### config.mk
export PLATFORM = sky130hd
export DESIGN_NAME = pipe_front_regs
export DESIGN_NICKNAME = d
export VERILOG_FILES = /design/src/rtl/pipe_pkg.sv /design/src/rtl/pipe_reg.sv /design/src/rtl/pipe_front_regs.sv
export SDC_FILE = /design/constraint.sdc
export NUM_CORES = 1
export LEC_CHECK = 0
export ABC_AREA = 0
export CORE_MARGIN = 3
export CORE_UTILIZATION = 50
export DETAILED_ROUTE_END_ITERATION = 8
export PLACE_DENSITY = 0.88
export SLEW_MARGIN = 40
export SYNTH_ARGS = -nofsm -noshare
export SYNTH_HDL_FRONTEND = slang
export SYNTH_SLANG_ARGS = --single-unit
### constraint.sdc
create_clock -name CLK -period 4.7 [get_ports CLK]
set_input_delay 0.47 -clock CLK [delete_from_list [all_inputs] [get_ports CLK]]
set_output_delay 0.47 -clock CLK [all_outputs]
set_load 0.01 [all_outputs]
### src/rtl/pipe_pkg.sv
// Shared types and constants for the fetch/decode front-end registers:
// FSM encoding, default halt encoding, stage register layouts, bubbles.
package pipe_pkg;

  // Front-end control state: normal running, draining after a halt, halted.
  typedef enum logic [1:0] {
    ST_RUN    = 2'd0,
    ST_DRAIN  = 2'd1,
    ST_HALTED = 2'd2
  } state_e;

  // Instruction encoding that starts the pipeline drain.
  localparam logic [31:0] HALT_INSTR_DEFAULT = 32'hFFFF_FFFF;

  // Drain lasts three cycles (E, M, W); counter value of the last one.
  localparam logic [1:0] DRAIN_LAST = 2'd2;

  // F/D register layout.
  typedef struct packed {
    logic        valid;
    logic [31:0] instr;
    logic [31:0] pcplus4;
  } fd_t;

  // D/E register layout.
  typedef struct packed {
    logic       valid;
    logic       reg_write;
    logic       memto_reg;
    logic       mem_write;
    logic [4:0] rs;
    logic [4:0] rt;
    logic [4:0] write_reg;
  } de_t;

  localparam int FD_W = $bits(fd_t);
  localparam int DE_W = $bits(de_t);

  // Bubble / cleared contents: no valid instruction, every control off.
  localparam logic [FD_W-1:0] FD_BUBBLE = {FD_W{1'b0}};
  localparam logic [DE_W-1:0] DE_BUBBLE = {DE_W{1'b0}};

  // Saturating 32-bit increment used by the performance counters.
  function automatic logic [31:0] sat_inc32(input logic [31:0] value);
    if (value == 32'hFFFF_FFFF) begin
      sat_inc32 = value;
    end else begin
      sat_inc32 = value + 32'd1;
    end
  endfunction

endpackage

### src/rtl/pipe_reg.sv
// Width-parameterized pipeline register with load enable and synchronous
// clear. Priority: reset, then clear, then enable; otherwise hold.
module pipe_reg #(
  parameter int               WIDTH     = 32,
  parameter logic [WIDTH-1:0] CLEAR_VAL = {WIDTH{1'b0}}
) (
  input  logic             clk,
  input  logic             rst,
  input  logic             en,
  input  logic             clr,
  input  logic [WIDTH-1:0] d,
  output logic [WIDTH-1:0] q
);

  logic [WIDTH-1:0] data_d;
  logic [WIDTH-1:0] data_q;

  // Next contents: clear beats load, load beats hold.
  always_comb begin
    data_d = data_q;
    if (clr) begin
      data_d = CLEAR_VAL;
    end else if (en) begin
      data_d = d;
    end else begin
      data_d = data_q;
    end
  end

  // Storage with synchronous active-high reset to all zeros.
  always_ff @(posedge clk) begin
    if (rst) begin
      data_q <= {WIDTH{1'b0}};
    end else begin
      data_q <= data_d;
    end
  end

  assign q = data_q;

endmodule

### src/rtl/pipe_front_regs.sv
// Front-end pipeline registers: fetch PC, F/D and D/E stage registers,
// stall/flush performance counters and a halt-drain controller.
module pipe_front_regs
  import pipe_pkg::*;
#(
  parameter logic [31:0] RESET_PC   = 32'h0000_0000,
  parameter logic [31:0] HALT_INSTR = HALT_INSTR_DEFAULT
) (
  input  logic        CLK,
  input  logic        RESET,
  input  logic        Stall_F,
  input  logic        Stall_D,
  input  logic        Flush_D,
  input  logic        Flush_E,
  input  logic [31:0] PC_Next_F,
  input  logic [31:0] Instr_F,
  input  logic        RegWrite_D,
  input  logic        MemtoReg_D,
  input  logic        MemWrite_D,
  input  logic [4:0]  Rs_D,
  input  logic [4:0]  Rt_D,
  input  logic [4:0]  WriteReg_D,
  output logic [31:0] PC_F,
  output logic [31:0] Instr_D,
  output logic [31:0] PCPlus4_D,
  output logic        Valid_D,
  output logic        Valid_E,
  output logic        RegWrite_E,
  output logic        MemtoReg_E,
  output logic        MemWrite_E,
  output logic [4:0]  Rs_E,
  output logic [4:0]  Rt_E,
  output logic [4:0]  WriteReg_E,
  output logic [31:0] Stall_Cnt,
  output logic [31:0] Flush_Cnt,
  output logic        Done
);

  state_e      state_d, state_q;
  logic [1:0]  drain_cnt_d, drain_cnt_q;
  logic [31:0] pc_d, pc_q;
  logic [31:0] stall_cnt_d, stall_cnt_q;
  logic [31:0] flush_cnt_d, flush_cnt_q;
  logic        done_d, done_q;

  logic        run_s;
  logic        halt_go_s;
  logic        fd_en_s, fd_clr_s;
  logic        de_clr_s;
  fd_t         fd_in_s, fd_q_s;
  de_t         de_in_s, de_q_s;

  assign run_s = (state_q == ST_RUN);

  // A halt in D starts draining only when it actually advances out of D.
  assign halt_go_s = fd_q_s.valid && (fd_q_s.instr == HALT_INSTR) &&
                     !Stall_D && !Flush_D;

  // Fetch PC: redirect (Flush_D) wins over a fetch stall; frozen once halting.
  always_comb begin
    pc_d = pc_q;
    if (!run_s) begin
      pc_d = pc_q;
    end else if (Flush_D || !Stall_F) begin
      pc_d = PC_Next_F;
    end else begin
      pc_d = pc_q;
    end
  end

  // F/D control: flush clears, stall holds, frozen outside RUN.
  assign fd_en_s  = run_s && !Stall_D;
  assign fd_clr_s = run_s && Flush_D;
  assign fd_in_s  = '{valid: 1'b1, instr: Instr_F, pcplus4: pc_q + 32'd4};

  // D/E control: loads every cycle, bubble on Flush_E or outside RUN.
  assign de_clr_s = Flush_E || !run_s;
  assign de_in_s  = '{valid:     fd_q_s.valid,
                      reg_write: RegWrite_D,
                      memto_reg: MemtoReg_D,
                      mem_write: MemWrite_D,
                      rs:        Rs_D,
                      rt:        Rt_D,
                      write_reg: WriteReg_D};

  // Performance counters: count only while running, saturate at all ones.
  always_comb begin
    stall_cnt_d = stall_cnt_q;
    flush_cnt_d = flush_cnt_q;
    if (run_s && Stall_D && !Flush_D) begin
      stall_cnt_d = sat_inc32(stall_cnt_q);
    end else begin
      stall_cnt_d = stall_cnt_q;
    end
    if (run_s && Flush_D) begin
      flush_cnt_d = sat_inc32(flush_cnt_q);
    end else begin
      flush_cnt_d = flush_cnt_q;
    end
  end

  // Halt FSM: RUN -> DRAIN on an advancing halt, three drain cycles, then HALTED.
  always_comb begin
    state_d     = state_q;
    drain_cnt_d = drain_cnt_q;
    case (state_q)
      ST_RUN: begin
        drain_cnt_d = 2'd0;
        if (halt_go_s) begin
          state_d = ST_DRAIN;
        end else begin
          state_d = ST_RUN;
        end
      end
      ST_DRAIN: begin
        if (drain_cnt_q == DRAIN_LAST) begin
          state_d     = ST_HALTED;
          drain_cnt_d = 2'd0;
        end else begin
          state_d     = ST_DRAIN;
          drain_cnt_d = drain_cnt_q + 2'd1;
        end
      end
      ST_HALTED: begin
        state_d     = ST_HALTED;
        drain_cnt_d = 2'd0;
      end
      default: begin
        state_d     = ST_RUN;
        drain_cnt_d = 2'd0;
      end
    endcase
    done_d = (state_d == ST_HALTED);
  end

  // Control and counter state with synchronous reset taking full priority.
  always_ff @(posedge CLK) begin
    if (RESET) begin
      state_q     <= ST_RUN;
      drain_cnt_q <= 2'd0;
      pc_q        <= RESET_PC;
      stall_cnt_q <= 32'd0;
      flush_cnt_q <= 32'd0;
      done_q      <= 1'b0;
    end else begin
      state_q     <= state_d;
      drain_cnt_q <= drain_cnt_d;
      pc_q        <= pc_d;
      stall_cnt_q <= stall_cnt_d;
      flush_cnt_q <= flush_cnt_d;
      done_q      <= done_d;
    end
  end

  pipe_reg #(
    .WIDTH     (FD_W),
    .CLEAR_VAL (FD_BUBBLE)
  ) u_fd_reg (
    .clk (CLK),
    .rst (RESET),
    .en  (fd_en_s),
    .clr (fd_clr_s),
    .d   (fd_in_s),
    .q   (fd_q_s)
  );

  pipe_reg #(
    .WIDTH     (DE_W),
    .CLEAR_VAL (DE_BUBBLE)
  ) u_de_reg (
    .clk (CLK),
    .rst (RESET),
    .en  (1'b1),
    .clr (de_clr_s),
    .d   (de_in_s),
    .q   (de_q_s)
  );

  assign PC_F       = pc_q;
  assign Instr_D    = fd_q_s.instr;
  assign PCPlus4_D  = fd_q_s.pcplus4;
  assign Valid_D    = fd_q_s.valid;
  assign Valid_E    = de_q_s.valid;
  assign RegWrite_E = de_q_s.reg_write;
  assign MemtoReg_E = de_q_s.memto_reg;
  assign MemWrite_E = de_q_s.mem_write;
  assign Rs_E       = de_q_s.rs;
  assign Rt_E       = de_q_s.rt;
  assign WriteReg_E = de_q_s.write_reg;
  assign Stall_Cnt  = stall_cnt_q;
  assign Flush_Cnt  = flush_cnt_q;
  assign Done       = done_q;

endmodule

==> implementation parameters, run 1 <==
Parameter                              Value

Run status
  Result of the run ... finished clean

Final layout
  Area Overhead vs Synth ... 42.5%
  Share of cells above drive strength 1 ... 0.0541
  Inserted Diodes ... 0
  Filler cell count in the final layout ... 1,107
  Highest-count cells in the layout ignoring fill and taps ... sky130_fd_sc_hd__clkdlybuf4s50_1, sky130_fd_sc_hd__dfxtp_1, sky130_fd_sc_hd__nand2_1
  Post-layout instance count excluding filler cells ... approximately 1,400
  Layout Utilization ... 0.740
  Total number of nets in the final design ... roughly 1,300
  Storage element area ... about 0.0037 mm^2
  Most common cell after layout, fill and taps aside ... sky130_fd_sc_hd__clkdlybuf4s50_1
  Area of the multi-input gates ... a little over 0.004 mm^2

Synth
  Post-synth ARST share ... 0
  Net Count, Synth ... about 1,100
  Number of synthesis warnings ... 0
  Count of flip-flops with a built-in enable after synthesis ... 0
  Mapped Cells ... 970
  Synth Cell Area ... between 0.008 and 0.009 mm^2
  Sequential element share of the synthesized area ... 0.461
  Post-synthesis register bit count ... about 190
  Most used DFF post-synth ... sky130_fd_sc_hd__dfxtp_1
  Unique cell type count in the Yosys netlist ... 55
  Avg Cell Area, Syn ... between 8 and 9 um^2

GRT
  Met3 usage ... 0.0798
  Global-route wire length before repair ... 39,000 um
  GR met1 Demand/Resource ... 0.321
  Number of global-route vias before repair ... 7,803
  Largest net degree at the start of global routing ... 93
  Total congestion overflow after global routing ... 0
  Global router's overall resource usage ... 0.267
  Global-route track usage on met2 ... 0.455
  Number of antenna violations at the first check in global routing ... 0
  Busiest metal layer after global routing ... met2

Critical path
  Worst EP required ... roughly 5.1 ns
  Max Fanout on Critical Path ... 17
  R2R depth ... 7
  Worst setup SP type ... input pin
  Crit path max-delay cell type ... sky130_fd_sc_hd__or4b_1
  Critical path cell sequence ... clkdlybuf4s50_1 > or4b_1 > nor3_4 > nand4_2 > or3_1 > a21oi_1
  Category of the worst setup path capture point ... register
  Critical path data arrival time ... 3.09 ns
  Critical path class ... input pin to register
  Biggest cell delay along the critical path ... ~0.90 ns

STA
  Shortest period the worst path allows ... approximately 2.7 ns
  Number of endpoints with negative hold slack in the final report ... 0
  Count of final setup violators ... 0
  Worst hold margin ... approximately 0.42 ns
  Setup tns final ... 0 ns
  Worst-case setup margin in the final layout ... just under 2 ns
  Final number of max-transition violations ... 0
  Ratio of final minimum period to clock period ... 0.583
  Headroom to the max-slew limit ... 0.478
  RSZ-0062 raised after global routing ... no
  Worst Max-Slew Pin Slew ... between 0.7 and 0.8 ns
  Achievable Freq ... about 360 MHz
  Worst-case clock skew ... roughly 0.0081 ns

Floorplanning
  Num rows ... between 40 and 50
  Effective utilization at floorplan ... 0.519
  Total core area ... about 0.015 mm^2
  Top-Level Pins ... 269
  Height of the die ... roughly 130 um
  Die Footprint ... 0.0176 mm^2
  Die outline width ... ~130 um

Clocking
  Root buffer cell ... sky130_fd_sc_hd__clkbuf_16
  Clock-pin slew of the registers on the worst-case setup and hold paths ... about 0.070 ns
  CTS Buf Count ... 17
  Hold Buf Count CTS ... 0
  H-Tree Depth ... 4
  Clock sinks ... around 190
  CTS tree ... built
  Maximum root-to-sink buffer count ... 2
  Clock network latency to the later pin of the worst-skew pair ... about 0.43 ns
  Setup Fix Bufs, Post-CTS ... 0
  Post-CTS sizing ... 0

Place
  Count of port buffers added during placement ... approximately 270
  Hpwl dp ... about 17,000 um
  Routability cong. ... around 0.85
  Cell Count Post-Placement ... 1,400
  Setup slack at placement ... about 1.5 ns

Routing
  Routed wire length ... between 20,000 and 25,000 um
  Per-cell via count in the routed design ... between 5 and 6
  WL/cell ... between 15 and 20 um
  Total vias in the final route ... approximately 8,000
  TritonRoute pass-1 iters ... 5
  DRC Markers ... 0
  Initial DRC count ... about 680
  Post-DRT Antenna Nets ... 0

Flow run
  Maximum capacitance violations ... 0

Pwr
  Peak supply drop ... around 0.25 mV
  Leakage power of the design ... approximately 4.0 nW
  P per Cell Area ... 304 mW/mm^2

Hold path
  Hold-critical path depth ... 1
  Worst hold-check path type ... register to register
state kept, by name, indices dropped and copies added (netlist names):
register and count:
Done 1, Flush_Cnt 32, drain_cnt_q 2, state_q 2, Stall_Cnt 32, u_fd_reg.q 65
u_de_reg.q 19, PC_F 32
power breakdown:
part,internal (mW),switching [mW]
sequential,1.61,0.0474
clock,0.824,0.669
combinational,0.177,0.152
path summary, 6_finish.rpt:
check | endpoint | from | slack, ns
worst max-delay path | Stall_Cnt[26]$_SDFFE_PP0P_ | Flush_D | 1.96
worst min-delay path | drain_cnt_q[0]$_SDFF_PP0_ | drain_cnt_q[0]$_SDFF_PP0_ | 0.42
worst max register to register | Stall_Cnt[9]$_SDFFE_PP0P_ | Stall_Cnt[0]$_SDFFE_PP0P_ | 2.10
worst min register to register | drain_cnt_q[0]$_SDFF_PP0_ | drain_cnt_q[0]$_SDFF_PP0_ | 0.42
kinds of logic after synthesis:
kind of cell | count (synthesis) | share of synthesized area
XOR/XNOR | 33 | 0.0359
AO/OA/AOI/OAI | 221 | 0.153
multiplexers | 12 | 0.0162
flip-flops | 185 | 0.461
AND/OR/NAND/NOR | 444 | 0.292
adder cells (fa/ha/maj) | 4 | 0.00622
buffers and inverters | 71 | 0.0361
layout make-up:
class                   instances  share of cell area
repair buffers                277               0.240
clock buffers                  18              0.0383
multi-input cells             714               0.355
well taps                     211              0.0230
flip-flops and latches        185               0.323
inverters                      13             0.00426
clock inverters                14              0.0157
Yosys cell counts (all sizes together) (12+ instances only):
| library cell | count | area [um^2] |
|---|---|---|
| a21oi | 131 | 656 |
| and2 | 25 | 156 |
| and4 | 12 | 105 |
| buf | 25 | 118 |
| clkbuf | 33 | 124 |
| dfxtp | 185 | 3700 |
| inv | 13 | 48.8 |
| nand2 | 174 | 653 |
| nand3 | 45 | 230 |
| nand4 | 36 | 253 |
| nor2 | 48 | 180 |
| nor3 | 13 | 114 |
| nor4 | 16 | 121 |
| o21ai | 50 | 250 |
| o31ai | 16 | 120 |
| or3 | 29 | 181 |
| or4 | 16 | 120 |
| xor2 | 26 | 228 |
through the flow:
step / total power [mW] / instance area (um^2)
after floorplan: 1.82 / 8040
after global placement: 2.01 / 10800
after detailed placement: 2.02 / 10800
after CTS: 3.49 / 11500
after global routing: 3.59 / 11500
final: 3.48 / 11500
worst max-delay path: cells and delay by family:
kind / cells / cell delay, ns
buffers and inverters: 1 / 0.63
AOI/OAI and AO/OA: 1 / 0.19
and+or+nand+nor: 4 / 1.79
per-layer routing:
metal  vias up  share of wire
met4         0          0.019
met5         -              0
met1      3814           0.41
li1       3930              -
met3        45          0.081
met2       345           0.49
No activity file was read; power rests on OpenSTA's default activity.
==> run 2, diff against run 1 <==
--- a/config.mk
+++ b/config.mk
@@ -7,9 +7,9 @@
 export LEC_CHECK = 0
 export ABC_AREA = 0
 export CORE_MARGIN = 3
-export CORE_UTILIZATION = 50
+export CORE_UTILIZATION = 46
 export DETAILED_ROUTE_END_ITERATION = 8
-export PLACE_DENSITY = 0.88
+export PLACE_DENSITY = 0.82
 export SLEW_MARGIN = 40
 export SYNTH_ARGS = -nofsm -noshare
 export SYNTH_HDL_FRONTEND = slang
==> constraint.sdc (replaced) <==
create_clock -name CLK -period 2.8 [get_ports CLK]
set_input_delay 0.28 -clock CLK [delete_from_list [all_inputs] [get_ports CLK]]
set_output_delay 0.28 -clock CLK [all_outputs]
set_load 0.01 [all_outputs]
==> implementation parameters, run 2 (same netlist as run 1, synthesis figures left out) <==
Parameter                              Value

Clocking
  Root buffer cell ... sky130_fd_sc_hd__clkbuf_16
  Post-CTS sizing ... 0
  CTS Buf Count ... 17
  Maximum root-to-sink buffer count ... 2
  H-Tree Depth ... 4
  Clock sinks ... 185
  CTS tree ... built
  Clock-pin slew of the registers on the worst-case setup and hold paths ... about 0.07 ns
  Setup Fix Bufs, Post-CTS ... 0
  Hold Buf Count CTS ... 0
  Clock network latency to the later pin of the worst-skew pair ... around 0.43 ns

Final layout
  Total number of nets in the final design ... between 1,000 and 1,500
  Inserted Diodes ... 0
  Most common cell after layout, fill and taps aside ... sky130_fd_sc_hd__clkdlybuf4s50_1
  Area Overhead vs Synth ... 43.3%
  Max FFs per register ... 65
  Layout Utilization ... 0.685
  Highest-count cells in the layout ignoring fill and taps ... sky130_fd_sc_hd__clkdlybuf4s50_1, sky130_fd_sc_hd__dfxtp_1, sky130_fd_sc_hd__nand2_1
  Share of cells above drive strength 1 ... 0.0609
  Post-layout instance count excluding filler cells ... approximately 1,500
  Filler cell count in the final layout ... 1,407
  Design Area, Final ... ~0.012 mm^2

Routing
  Post-DRT Antenna Nets ... 0
  Per-cell via count in the routed design ... about 5.6
  Total vias in the final route ... 8,063
  WL/cell ... about 17 um
  Initial DRC count ... about 600
  TritonRoute pass-1 iters ... 5
  DRC Markers ... 0
  Routed wire length ... 24,300 um

Critical path
  Max Fanout on Critical Path ... 22
  R2R depth ... 7
  Critical path class ... register to register
  Worst setup path startpoint ... Stall_Cnt[1]$_SDFFE_PP0P_
  Category of the worst setup path capture point ... register
  Capture instance of the worst register-to-register path ... Stall_Cnt[21]$_SDFFE_PP0P_
  Critical path cell sequence ... ha_1 > nand2_1 > nor4_4 > and4_1 > buf_4 > o21ai_0 > a21oi_1
  Crit path max-delay cell type ... sky130_fd_sc_hd__dfxtp_1
  Worst EP required ... between 3 and 4 ns
  Critical path data arrival time ... roughly 2.6 ns
  Capturing element of the worst setup path ... Stall_Cnt[21]$_SDFFE_PP0P_
  Worst setup SP type ... register
  Biggest cell delay along the critical path ... 0.47 ns
  Startpoint of the worst-slack reg-to-reg timing path ... Stall_Cnt[1]$_SDFFE_PP0P_
  Setup slack, reg-to-reg ... between 0.5 and 0.6 ns

GRT
  Largest net degree at the start of global routing ... between 90 and 100
  Number of antenna violations at the first check in global routing ... 0
  Global router's overall resource usage ... 0.247
  Total congestion overflow after global routing ... 0
  Number of global-route vias before repair ... ~7,700
  Global-route wire length before repair ... approximately 40,000 um

Pwr
  Peak supply drop ... about 0.44 mV
  Switching power summed over all nets ... roughly 1.4 mW
  Pwr Total ... approximately 5.7 mW
  Proportion of power drawn by the clock network ... 0.412
  Cell Int Power ... about 4.3 mW
  Switching Fraction ... 0.251
  Sequential fraction of design power ... 0.489
  Combinational Power Share ... 0.100
  P per Cell Area ... 494 mW/mm^2
  Leakage power of the design ... between 4 and 5 nW

Flow run
  Maximum capacitance violations ... 0

Place
  Setup slack at placement ... roughly 0.12 ns
  Count of port buffers added during placement ... 268
  Hpwl dp ... between 15,000 and 20,000 um
  Routability cong. ... roughly 0.86
  Cell Count Post-Placement ... 1,420
  Post-DP Area ... ~0.011 mm^2

STA
  Worst-case setup margin in the final layout ... 0.526 ns
  Count of final setup violators ... 0
  Shortest period the worst path allows ... ~2.3 ns
  Achievable Freq ... between 400 and 500 MHz
  Number of endpoints with negative hold slack in the final report ... 0
  Worst hold margin ... approximately 0.23 ns
  Worst-case clock skew ... 0.0105 ns
  Final number of max-transition violations ... 0
  Worst Max-Slew Pin Slew ... around 0.52 ns
  Headroom to the max-slew limit ... 0.649
  RSZ-0062 raised after global routing ... no
  Setup tns final ... 0 ns
  Ratio of final minimum period to clock period ... 0.812

Floorplanning
  Die outline width ... around 140 um
  Effective utilization at floorplan ... 0.478
  Top-Level Pins ... between 200 and 300
  Total core area ... approximately 0.017 mm^2
  Height of the die ... 138 um
  Die Footprint ... about 0.019 mm^2
  Num rows ... 47

Run status
  Result of the run ... finished clean

Hold path
  Worst hold-check path type ... input pin to register
run 2: cell count changes in the layout (fill, tap and decap cells not counted), sizes merged:
| cell | delta |
|---|---|
| clkinvlp | -1 |
| bufinv | -1 |
| buf | +11 |
| clkbuf | -1 |
| clkinv | +1 |
| inv | +2 |
run 2: how the worst min path moves through the flow:
stage / slack, ns / depth (start not counted) / end / from
after floorplan: 0.40 / 1 / drain_cnt_q[0]$_SDFF_PP0_ / drain_cnt_q[0]$_SDFF_PP0_
after global placement: 0.41 / 1 / drain_cnt_q[0]$_SDFF_PP0_ / drain_cnt_q[0]$_SDFF_PP0_
after detailed placement: 0.41 / 1 / drain_cnt_q[0]$_SDFF_PP0_ / drain_cnt_q[0]$_SDFF_PP0_
after CTS: 0.22 / 2 / Done$_SDFF_PP0_ / RESET
after global routing: 0.25 / 2 / Done$_SDFF_PP0_ / RESET
final: 0.23 / 2 / Stall_Cnt[31]$_SDFFE_PP0P_ / RESET
run 2: cell type report:
class / instances / area, um^2 / share of cell area
clock inverter: 15 / 139 / 0.0121
timing repair buffer: 288 / 2870 / 0.249
sequential: 185 / 3700 / 0.321
inverter: 13 / 48.8 / 0.00424
multi-input combinational: 714 / 4060 / 0.353
clock buffer: 17 / 425 / 0.0369
tap: 220 / 275 / 0.0239
run 2: worst max-delay path: cells and delay by family (launching register included):
| family | cells | cell delay [ns] |
|---|---|---|
| flip-flops | 1 | 0.47 |
| adder cells (fa/ha/maj) | 1 | 0.28 |
| buffers and inverters | 1 | 0.30 |
| AND/OR/NAND/NOR | 3 | 0.88 |
| AO/OA/AOI/OAI | 2 | 0.28 |
run 2: power groups by stage:
stage | clock, mW | combinational, mW | sequential, mW
floorplan | 0 | 0.190 | 2.86
detailed placement | 0 | 0.565 | 2.84
finish | 2.34 | 0.567 | 2.78
CTS | 2.38 | 0.571 | 2.78
global placement | 0 | 0.560 | 2.84
global route | 2.48 | 0.614 | 2.79
run 2: metal layers:
metal / track usage / up-vias / wire, um
met2: 0.415 / 286 / 11900
li1: - / 3944 / -
met1: 0.305 / 3797 / 10100
met3: 0.0749 / 36 / 1890
met5: 0 / - / 0
met4: 0.0775 / 0 / 472
